==> config.mk <==
export PLATFORM = sky130hd
export DESIGN_NAME = data_mem_ctrl
export DESIGN_NICKNAME = d
export VERILOG_FILES = /design/src/rtl/data_mem_ctrl.sv
export SDC_FILE = /design/constraint.sdc
export NUM_CORES = 1
export LEC_CHECK = 0
export CORE_ASPECT_RATIO = 1.2
export CORE_UTILIZATION = 37
export DETAILED_ROUTE_END_ITERATION = 7
export MAX_ROUTING_LAYER = met4
export PLACE_DENSITY = 0.82
export SLEW_MARGIN = 20
export SYNTH_ARGS = -nofsm -noshare
export SYNTH_HDL_FRONTEND = slang
export SYNTH_SLANG_ARGS = --single-unit
==> constraint.sdc <==
create_clock -name clk -period 3.1 [get_ports clk]
set_clock_uncertainty 0.05 [all_clocks]
set_input_delay 0.62 -clock clk [delete_from_list [all_inputs] [get_ports clk]]
set_output_delay 0.62 -clock clk [all_outputs]
set_load 0.1 [all_outputs]
==> src/rtl/data_mem_ctrl.sv <==
// data_mem_ctrl: core data-memory controller driving a word-wide synchronous SRAM.
// Sub-word stores use read-modify-write; optional alignment trap via DMEM_MISALIGN_TRAP_EN.
module data_mem_ctrl #(
    parameter int ADDR_W = 10
) (
    input  logic              clk,
    input  logic              rst_n,
    input  logic [31:0]       addr,
    input  logic [31:0]       wr_data,
    input  logic              memwrite,
    input  logic              memread,
    input  logic [3:0]        sign_mask,
    output logic [31:0]       rd_data,
    output logic              rd_valid,
    output logic              busy,
    output logic              fault,
    output logic [ADDR_W-1:0] sram_addr,
    output logic [31:0]       sram_wdata,
    output logic              sram_we,
    output logic              sram_re,
    input  logic [31:0]       sram_rdata
);
    typedef enum logic [1:0] {IDLE, LOAD, MERGE} state_t;
    state_t state, state_nx;
    logic [ADDR_W-1:0] waddr_q;
    logic [1:0]        lane_q;
    logic [2:0]        size_q;
    logic              sgn_q;
    logic [15:0]       wdata_q;
    logic              req, mis;
    logic [3:0]        be;
    logic [31:0]       rep, merged, load_fmt;
    logic [7:0]        byte_v;
    logic [15:0]       half_v;
    logic              unused_addr;
    assign unused_addr = ^addr[31:ADDR_W+2];
    assign req = memread | memwrite;
`ifdef DMEM_MISALIGN_TRAP_EN
    assign mis = (sign_mask[2:0] == 3'b011 && addr[0]) || (sign_mask[2:0] == 3'b111 && addr[1:0] != 2'b00);
`else
    assign mis = 1'b0;
`endif
    assign busy = rst_n && state != IDLE;
    // Lane byte-enables and replicated store data for the read-modify-write merge
    assign be  = size_q == 3'b011 ? (lane_q[1] ? 4'b1100 : 4'b0011) : 4'b0001 << lane_q;
    assign rep = size_q == 3'b011 ? {2{wdata_q}} : {4{wdata_q[7:0]}};
    for (genvar b = 0; b < 4; b++) begin : g_merge
        assign merged[8*b +: 8] = be[b] ? rep[8*b +: 8] : sram_rdata[8*b +: 8];
    end
    assign byte_v   = sram_rdata[{lane_q, 3'b000} +: 8];
    assign half_v   = lane_q[1] ? sram_rdata[31:16] : sram_rdata[15:0];
    assign load_fmt = size_q == 3'b111 ? sram_rdata :
                      size_q == 3'b011 ? {{16{sgn_q & half_v[15]}}, half_v} :
                                         {{24{sgn_q & byte_v[7]}}, byte_v};
    always_comb begin
        state_nx   = state;
        sram_we    = 1'b0;
        sram_re    = 1'b0;
        sram_addr  = addr[ADDR_W+1:2];
        sram_wdata = wr_data;
        case (state)
            IDLE: if (req && !mis) begin
                if (memwrite && sign_mask[2:0] == 3'b111) begin
                    sram_we = 1'b1;
                end else begin
                    sram_re  = 1'b1;
                    state_nx = memwrite ? MERGE : LOAD;
                end
            end
            MERGE: begin
                sram_we    = 1'b1;
                sram_addr  = waddr_q;
                sram_wdata = merged;
                state_nx   = IDLE;
            end
            default: begin
                sram_addr = waddr_q;
                state_nx  = IDLE;
            end
        endcase
        if (!rst_n) begin
            sram_we  = 1'b0;
            sram_re  = 1'b0;
            state_nx = IDLE;
        end
    end
    always_ff @(posedge clk) begin
        if (!rst_n) begin
            state    <= IDLE;
            rd_data  <= 32'h0;
            rd_valid <= 1'b0;
            fault    <= 1'b0;
        end else begin
            state    <= state_nx;
            rd_valid <= state == LOAD;
            fault    <= state == IDLE && req && mis;
            if (state == LOAD) rd_data <= load_fmt;
        end
    end
    always_ff @(posedge clk) begin
        if (state == IDLE) begin
            waddr_q <= addr[ADDR_W+1:2];
            lane_q  <= addr[1:0];
            size_q  <= sign_mask[2:0];
            sgn_q   <= sign_mask[3];
            wdata_q <= wr_data[15:0];
        end
    end
endmodule

After elaboration in Yosys (flattened, before gate mapping)
Index checks and enable logic that the tools add are counted.
{"block": "op_classes", "mux": 21, "n_bitwise": 4, "eq_ne": 5, "n_shift": 2, "n_reduce_logical": 6}
{"operator": "$mux W32", "n": 4}
{"operator": "$mux W8", "n": 4}
{"operator": "$shiftx A32 B6 Y8", "n": 1}
{"operator": "$mux W16", "n": 1}
{"operator": "$mux W10", "n": 1}
{"operator": "$mux W4", "n": 2}
{"operator": "$mux W1", "n": 7}
{"operator": "$eq A3 B3 Y1 const B", "n": 2}
{"operator": "$reduce_and A2 Y1", "n": 2}
{"operator": "$shl A1 B2 Y4 const A", "n": 1}
{"operator": "$eq A3 B2 Y1 const B", "n": 1}
{"operator": "$and A1 B1 Y1", "n": 2}
{"operator": "$eq A2 B1 Y1 const B", "n": 1}
{"operator": "$eq A2 B2 Y1 const B", "n": 1}
{"operator": "$logic_and A1 B1 Y1", "n": 2}
{"operator": "$logic_not A2 Y1", "n": 1}
{"operator": "$mux W2", "n": 1}
{"operator": "$pmux W1 S2", "n": 1}
{"operator": "$reduce_bool A2 Y1", "n": 1}
{"operator": "$not A1 Y1", "n": 1}
{"operator": "$or A1 B1 Y1", "n": 1}
{"block": "word_totals", "input_bits": 104, "ff_bits": 67, "word_cells": 46}

Longest topological paths before layout
{"block": "logic_depth", "word_depth": 6, "ltp_mapped": 6, "ltp_nobuf": 4}

Least setup slack after synthesis
Ideal clock, no wire load.
{"block": "synth_path", "path_type": "register -> output", "startpoint": "reg lane_q[0]", "endpoint": "out sram_wdata[2]", "path_slack_ns": -0.908, "stages_incl_launch_ff": 5, "arrival_time_ns": 3.338, "path_buffers": 1, "required_time_ns": 2.430, "cell_sequence": "edfxtp_1 buf_1 a21oi_2 mux2i_1 o21ai_0"}
{"block": "synth_via", "elab_chain_len": 4}
{"element": "start: declaration", "line_no": "26", "rtl": "logic [1:0] lane_q;"}
{"element": "start signal: assignment", "line_no": "103", "rtl": "lane_q <= addr[1:0];"}
{"element": "$shl A1 B2 Y4", "line_no": "45", "rtl": "assign be = size_q == 3'b011 ? (lane_q[1] ? 4'b1100 : 4'b0011) : 4'b0001 << lane_q;"}
{"element": "$mux W4", "line_no": "45"}
{"element": "$mux W8", "line_no": "48", "rtl": "assign merged[8*b +: 8] = be[b] ? rep[8*b +: 8] : sram_rdata[8*b +: 8];"}
{"element": "$mux W32", "line_no": "61", "rtl": "case (state)"}
{"element": "end: declaration", "line_no": "18", "rtl": "output logic [31:0] sram_wdata,"}
No other way between the ends.

Worst setup path in the final report
{"block": "layout_path", "startpoint": "reg size_q[2]", "endpoint": "out sram_wdata[11]"}
{"block": "layout_via", "elab_chain_len": 4, "elab_cells_between_ends": 5, "cone_classes": "eq/ne (1); mux (4)"}
{"element": "start: declaration", "line_no": "27", "rtl": "logic [2:0] size_q;"}
{"element": "start signal: assignment", "line_no": "104", "rtl": "size_q <= sign_mask[2:0];"}
{"element": "$eq A3 B2 Y1 (*)", "line_no": "45, 46"}
{"element": "$mux W32 / $mux W4 (equally long branches)", "line_no": "46, 45"}
{"element": "$mux W8 (*)", "line_no": "48"}
{"element": "$mux W32 (*)", "line_no": "61"}
Every way passes the cells marked *; elsewhere a longest branch is shown, timed or not.

==> reports/metrics.cfg <==
[pwr]
peakVddDrop_v = 0.000372
leakage_nw = 2.44
powerDensity_nw_per_um2 = 524

[grt]
gr-usage-all-layers_pct = 25.8
grt_max_degree = 44
antenna_found_initial = 0
grt_overflow_total = 0
grt_pass1_vias = 3632
grt_pass1_wl_mm = 19.5

[clock_tree]
cts_setup_buffers = 0
root_buffer = clkbuf_8
cts_sinks = 67
clock_latency_ns = 0.34
cts_tree = built
cts.reportedPaths.clkPinSlew_ns = 0.07
ctsResizeCount = 0
cts_buffers = 9
ctsHoldBuffers = 0
htree_levels = 3
clockBufferDepth = 2

[die]
ios = 183
start_util_pct = 38.7
die_area_um2 = 10000
die_h_um = 109
rows = 38
core_um2 = 9180
die_w_um = 91.5

[flow_run]
maxCapViolations = 0

[worst_hold_path]
min_from = rd_data[14]
worstHoldPathType = flip-flop to flip-flop

[worst_setup_path]
critPathLaunch = size_q[2]
cp.required_ns = 2.43
critPathTopFamily = simple AND/OR/NAND/NOR gates
path_max_fanout = 8
endpoint_kind = output pin
worst-path-buf-inv = 1
slowest_stage = and3b_2
critical_path_class = flip-flop to output pin
path_cells = and3b_2, mux2i_1, nor2_1, a221o_1, buf_12
reg2reg_from = lane_q[1]
arrival_ns = 2.16
start_kind = flip-flop
cpPeakStageDelay_ns = 0.47

[logic_synthesis]
synth_nets = 462
synthArstFlopShare_pct = 0
synthDistinctLibCells = 43
seq_area_frac_synth_pct = 43.9
synth_edf_count = 22
synth_cells = 358
synthTopCellsByArea = dfxtp_1 (25%), edfxtp_1 (19%), mux2i_1 (11%)
syn_area_um2 = 3550
syn_area_per_cell_um2 = 9.93
synth-seq-cells = 67
netlist.area_leader.share_pct = 25.4
synth_flop_cell = dfxtp_1
synth_top_area_cell = dfxtp_1
synth_warnings = 0

[timing]
hold_viol_final = 0
timing.hold.ws_ns = 0.458
period_share_pct = 91.3
setup-violations-final = 0
setup_ws_ns = 0.271
rsz0062_at_grt = no
max_freq_ghz = 0.354
period_minus_slack_ns = 2.83
slew_headroom_pct = 53.5
finalMaxSlewViolations = 0
tightestPinTransition_ns = 0.692

[detailed_routing]
vias = 3572
wl_mm = 12.5
wl_per_cell_um = 19.5
first_pass_iters = 4
drt_first_iter_violations = 365
drc_errors = 0
viasPerCell = 5.58
postRouteAntennaNets = 0

[placement]
portBuffers = 161
hpwlAfterDp_mm = 9.51
placed_area_um2 = 5710
pre_cts_slack_ns = 0.296
gp_congestion = 0.856

[finish]
design_area_um2 = 5900
final_nets = 619
fill_cells = 720
num_antenna_cells = 0
finalCoreUtilization_pct = 64.3
drive_gt1_share_pct = 27.7
area_delta_synth_final_pct = 66.2

[status]
outcome = finished, final reports clean

-- layout by cell type (no fill, tap or decap), types with 7 or more instances in the layout --
cell type	netlist	final
o211a_1	7	7
a41oi_1	7	7
nor2_1	20	19
o2bb2ai_1	7	7
a221o_1	16	16
o21ai_2	0	15
mux2_2	10	10
a21oi_1	26	26
mux2i_1	40	40
buf_4	2	45
clkbuf_8	0	10
buf_12	0	45
nand2_1	34	34
nand3b_1	8	8
dfxtp_1	45	45
clkdlybuf4s50_1	0	83
o21ai_0	45	31
edfxtp_1	22	22
a22oi_1	7	7
-- cell type report --
type / count / area, µm² / share of cell area, %
repair buffers: 173 / 2070 / 35.0
multi-input cells: 260 / 1910 / 32.4
flip-flops and latches: 67 / 1560 / 26.4
well taps: 120 / 150 / 2.54
clock buffers: 11 / 141 / 2.39
clock inverters: 5 / 52.6 / 0.890
inverters: 4 / 15.0 / 0.254
-- registers in the layout (all words and copies together) (netlist names) --
| name | count |
|---|---|
| lane_q | 2 |
| rd_data | 32 |
| rd_valid | 1 |
| sgn_q | 1 |
| size_q | 3 |
| state | 2 |
| waddr_q | 10 |
| wdata_q | 16 |
-- logic make-up after synthesis --
kind of cell / Yosys count / synth area share [%]
DFF: 67 / 43.9
buffers and inverters: 31 / 4.15
other: 1 / 0.106
and+or+nand+nor: 79 / 11.1
AOI/OAI and AO/OA: 129 / 25.6
muxes: 51 / 15.1
-- worst paths after layout --
kind	to	slack [ns]	cells past startpoint
worst max-delay path	sram_wdata[11]	0.27	5
worst max register to register	rd_data[26]	0.89	5
worst min-delay path	rd_data[14]	0.46	1
worst min register to register	rd_data[14]	0.46	1
-- per-stage QoR --
step	setup TNS, ns	instances	total power [W]
2_1_floorplan	-0.157	358	0.00188
3_3_place_gp	0	624	0.00237
3_5_place_dp	0	624	0.00239
4_1_cts	0	640	0.00311
5_1_grt	0	640	0.00320
6_report	0	640	0.00309
-- report_power, final --
| part | total, W | switching [W] | internal, W | leakage (nW) |
|---|---|---|---|---|
| clock | 0.000725 | 0.000335 | 0.000390 | 0.0991 |
| sequential | 0.00101 | 0.0000384 | 0.000972 | 0.593 |
| combinational | 0.00136 | 0.000882 | 0.000477 | 1.75 |
-- synth_stat cells (2+ instances only) --
master and count:
clkbuf_1 14, mux2i_1 40, o211a_1 7, o21ai_1 2, buf_4 2, a221o_1 16
nor2_1 20, o2bb2ai_1 7, buf_6 2, a31o_2 2, edfxtp_1 22, nand2b_1 5
o21ai_0 45, nor2b_1 2, mux2_2 10, buf_1 2, a211oi_1 2, a41oi_1 7
a21oi_1 26, inv_1 4, nand2_1 34, a22oi_1 7, a211o_1 2, a21oi_4 2
nand3b_1 8, buf_2 7, dfxtp_1 45
-- per-layer routing --
layer  track usage, %  share of wire [%]  vias up
li1                 -                  -     1678
met5                -                  0        -
met2             42.1                 48      190
met1             33.2                 43     1687
met3             3.39                7.4       17
met4             8.50                1.5        0
-- worst reg2reg max path, stage by stage (launching register included) --
cell and delay, ns:
edfxtp_1 0.54, buf_4 0.32, mux4_2 0.42, o2bb2ai_2 0.18, a21oi_4 0.42, a21oi_1 0.13
Power figures use the tool's default switching activity.
